==> src/rtl/fp_accum_sequencer.sv <==
// Serial FP32 reduction controller: folds NUM_TERMS input words into one sum
// through a single shared external FP_Adder, one addition in flight at a time.
module fp_accum_sequencer #(
  parameter int DATA_WIDTH = 32,
  parameter int NUM_TERMS  = 32,
  parameter int CNT_WIDTH  = 6
) (
  input  logic                  clk,
  input  logic                  rst,
  input  logic                  Clear,
  input  logic [DATA_WIDTH-1:0] Data_In,
  input  logic                  Valid_In,
  output logic                  Ready_In,
  output logic [DATA_WIDTH-1:0] Add_A,
  output logic [DATA_WIDTH-1:0] Add_B,
  output logic                  Add_Valid,
  input  logic [DATA_WIDTH-1:0] Add_Result,
  input  logic                  Add_Valid_Out,
  output logic [DATA_WIDTH-1:0] Data_Out,
  output logic                  Valid_Out,
  output logic                  Busy,
  output logic                  Err
);

  typedef enum logic [2:0] {
    S_IDLE,
    S_COLLECT,
    S_WAIT,
    S_DONE,
    S_DRAIN
  } state_t;

  localparam logic [CNT_WIDTH-1:0] LAST_CNT = CNT_WIDTH'(NUM_TERMS);

  state_t                state;
  logic [DATA_WIDTH-1:0] acc;
  logic [CNT_WIDTH-1:0]  cnt;
  logic                  accept;

  // Input handshake: a term transfers on any cycle where Valid_In and Ready_In
  // are both high; the producer keeps Data_In steady until that happens.
  assign Ready_In = (state == S_IDLE) || (state == S_COLLECT);
  assign accept   = Valid_In & Ready_In;
  assign Busy     = (state != S_IDLE);

  always_ff @(posedge clk or posedge rst) begin
    if (rst) begin
      state     <= S_IDLE;
      acc       <= '0;
      cnt       <= '0;
      Add_A     <= '0;
      Add_B     <= '0;
      Add_Valid <= 1'b0;
      Data_Out  <= '0;
      Valid_Out <= 1'b0;
      Err       <= 1'b0;
    end else begin
      Add_Valid <= 1'b0;
      Valid_Out <= 1'b0;

      // A result with no addition outstanding means the adder and this block disagree.
      if (Add_Valid_Out &&
          (state == S_IDLE || state == S_COLLECT || state == S_DONE)) begin
        Err <= 1'b1;
      end

      case (state)
        S_IDLE: begin
          if (Clear) begin
            acc <= '0;
            cnt <= '0;
          end else if (accept) begin
            acc   <= Data_In;
            cnt   <= CNT_WIDTH'(1);
            state <= (NUM_TERMS == 1) ? S_DONE : S_COLLECT;
          end
        end

        S_COLLECT: begin
          if (Clear) begin
            acc   <= '0;
            cnt   <= '0;
            state <= S_IDLE;
          end else if (accept) begin
            Add_A     <= acc;
            Add_B     <= Data_In;
            Add_Valid <= 1'b1;
            cnt       <= cnt + CNT_WIDTH'(1);
            state     <= S_WAIT;
          end
        end

        S_WAIT: begin
          if (Clear) begin
            // An addition is in flight; if its result lands this very cycle it
            // is dropped here, otherwise DRAIN swallows it later.
            acc   <= '0;
            cnt   <= '0;
            state <= Add_Valid_Out ? S_IDLE : S_DRAIN;
          end else if (Add_Valid_Out) begin
            acc   <= Add_Result;
            state <= (cnt == LAST_CNT) ? S_DONE : S_COLLECT;
          end
        end

        S_DONE: begin
          if (Clear) begin
            acc   <= '0;
            cnt   <= '0;
            state <= S_IDLE;
          end else begin
            Data_Out  <= acc;
            Valid_Out <= 1'b1;
            state     <= S_IDLE;
          end
        end

        S_DRAIN: begin
          if (Add_Valid_Out) begin
            acc   <= '0;
            cnt   <= '0;
            state <= S_IDLE;
          end
        end

        default: state <= S_IDLE;
      endcase
    end
  end

endmodule
==> config.mk <==
export PLATFORM = sky130hd
export DESIGN_NAME = fp_accum_sequencer
export DESIGN_NICKNAME = d
export VERILOG_FILES = /design/src/rtl/fp_accum_sequencer.sv
export SDC_FILE = /design/constraint.sdc
export NUM_CORES = 1
export LEC_CHECK = 0
export ABC_AREA = 1
export CAP_MARGIN = 10
export CORE_ASPECT_RATIO = 1.1
export CORE_MARGIN = 2
export CORE_UTILIZATION = 52
export DETAILED_ROUTE_END_ITERATION = 10
export PLACE_DENSITY = 0.9
export SETUP_SLACK_MARGIN = 0.02
export SLEW_MARGIN = 40
export SYNTH_ARGS = -nofsm -noshare
export SYNTH_HDL_FRONTEND = slang
export SYNTH_SLANG_ARGS = --single-unit
export TNS_END_PERCENT = 100
==> constraint.sdc <==
create_clock -name clk -period 9.4 [get_ports clk]
set_clock_uncertainty 0.15 [all_clocks]
set_input_delay 1.88 -clock clk [delete_from_list [all_inputs] [get_ports clk]]
set_output_delay 1.88 -clock clk [all_outputs]
set_load 0.005 [all_outputs]
==> metrics.yaml <==
hold_depth: 2
clock.fmax_mhz: 249
grt_overflow: 0
min_to: "acc[5]"
num_vias: 5371
wire_per_inst_um: 14.7
postPlaceCellArea_um2: 7750
met1_usage_pct: 35.2
detailed_place_hpwl_um: 10800
met2_usage_pct: 41.5
syn_avg_cell_area_um2: 8.21
synth_area_leaders: "dfrtp_1, nand2_1, o21ai_0, nand3_1, inv_1"
hold_viol: 0
ios: 170
synth_edf_count: 0
multiInputGateArea_um2: 2150
viasPerCell: 5.11
crit_path_end_kind: "register"
core_um2: 11400
antenna_found_initial: 0
fin_setup_tns_ps: 0
crit_type: "input port to register"
clkLatencyLatePin_ps: 410
drc_errors: 0
grt.busiest_layer: "met2"
worst-path-max-fanout: 97
clock-root-buffer: "clkbuf_16"
r2r_slack_ps: 7270
rsz0062_at_grt: "no"
die-area_um2: 12400
synth_top_area_cell: "dfrtp_1"
fin_util_pct: 74.0
grt_max_degree: 98
async_flop_share_pct: 100
r2r_start: "state[0]"
hold_path.class: "register to register"
fin_crit_sh_pct: 42.8
diodes: 0
final.fill_count: 860
port_buffers: 169
ant_nets: 0
use_met3_pct: 4.93
reg2regPathDepth: 7
regToRegEndpoint: "Add_B[10]"
startpoint_type: "input port"
grtUsageTotal_pct: 25.9
cts_made_buffers: 17
final_layout_size_suffix_gt1_share_pct: 5.66
post-cts-setup-buffers: 0
area_growth_pct: 40.1
die_h_um: 117
max_slew_margin_pct: 54.5
cts_hold_buffers: 0
maxCapViolations: 0
critPathArrivalTime_ps: 4170
htreeDepth: 4
cts_tree: "yes"
setup_viol: 0
synthTopCellsByCount: "nand2_1, dfrtp_1, o21ai_0"
min-delay-start: "acc[5]"
grt_pass1_vias: 5181
ys_warn_count: 0
yosys.area.top_type_share_pct: 58.2
synth.ff_latch_count: 140
synth.most_common_cell: "nand2_1"
grt_pass1_wl_um: 25100
core.rowCount: 41
synth_top_flop_cell: "dfrtp_1"
ir_drop_v: 0.000142
hold_ws_ps: 320
cts_resized: 0
slew_violations: 0
final_area_um2: 8430
required_ps: 9550
p_per_area_nw_per_um2: 300
synth.yosys.seq_area_share_pct: 58.2
fin_cells: 1051
die_w_um: 107
dp.cells: 1020
worst_pin_slew_ps: 683
cts_sinks: 140
nNetsFinal: 960
drtIter0Drc: 333
period_needed_ps: 4020
first_pass_iters: 5
synth_cell_types: 25
status: "finished, final reports clean"
leakagePower_nw: 4.16
syn_inst: 733
regArea_um2: 3500
clockBufferDepth: 2
initial_core_util_pct: 52.8
wl_um: 15500
synth_nets: 804
place_congestion: 0.886
clk_pin_slew_worst_paths_ps: 60
synth.cell_area_um2: 6020
cell usage in the layout (no fill, tap or decap), types with 3 or more instances in the layout:
cell             count
nand3_1             40
o21ai_1             10
clkdlybuf4s50_1    169
nand2_1            360
o21ai_0             55
dfrtp_1            140
clkbuf_16           17
nor2_1              22
clkbuf_8             3
bufinv_16            5
buf_6                4
inv_2                6
inv_1               44
report_power, final:
group          switching, mW  leakage (nW)  internal [mW]
clock                  0.245         0.323          0.491
combinational          0.414          1.98          0.424
sequential             0.137          1.85          0.819
total                  0.797          4.16           1.73
kinds of logic (layout without fill, tap and decap cells):
logic type,after synthesis,count (layout),synth area share (%)
simple gates,435,435,28.9
flops,140,140,58.2
buf+inv,87,255,6.59
compound gates,68,68,5.74
fa+ha+maj,2,2,0.416
xor+xnor,1,1,0.146
worst max-delay path by stage:
stage | to | cells past startpoint | slack, ps | from
detailed placement | Add_B[5] | 7 | 4730 | Clear
global route | Add_B[8] | 7 | 5150 | Clear
floorplan | Add_A[0] | 1 | 3620 | rst
global placement | Add_B[15] | 7 | 4820 | Clear
finish | Add_B[10] | 7 | 5380 | Clear
CTS | Add_B[5] | 7 | 5160 | Clear
worst max-delay path: stages:
cell and delay, ps:
clkdlybuf4s50_1 620, inv_2 330, nand3_4 170, buf_6 500, inv_2 410, nand2_1 160
nand2_1 60
flip-flops by register name (all words and copies together) (netlist names):
signal     count
Add_Valid      1
Err            1
state          3
Add_B         32
cnt            6
acc           32
Data_Out      32
Valid_Out      1
Add_A         32
per-layer routing:
metal,up-vias,wire [µm]
li1,2582,-
met5,-,0
met3,27,900
met2,221,7400
met4,0,376
met1,2541,6780
through the flow:
step                worst slack (ps)  total power [mW]
floorplan                       3620              1.34
global placement                4820              1.76
detailed placement              4730              1.79
CTS                             5160              2.54
global route                    5150              2.69
finish                          5380              2.53
final cells by class:
| type | instances | share of cell area (%) |
|---|---|---|
| Tap cell | 150 | 2.23 |
| Timing Repair Buffer | 173 | 20.6 |
| Clock buffer | 21 | 5.58 |
| Multi-Input combinational cell | 506 | 25.5 |
| Inverter | 51 | 2.33 |
| Sequential cell | 140 | 41.6 |
| Clock inverter | 10 | 2.21 |
Note: power is estimated with default switching activity, not from simulation.
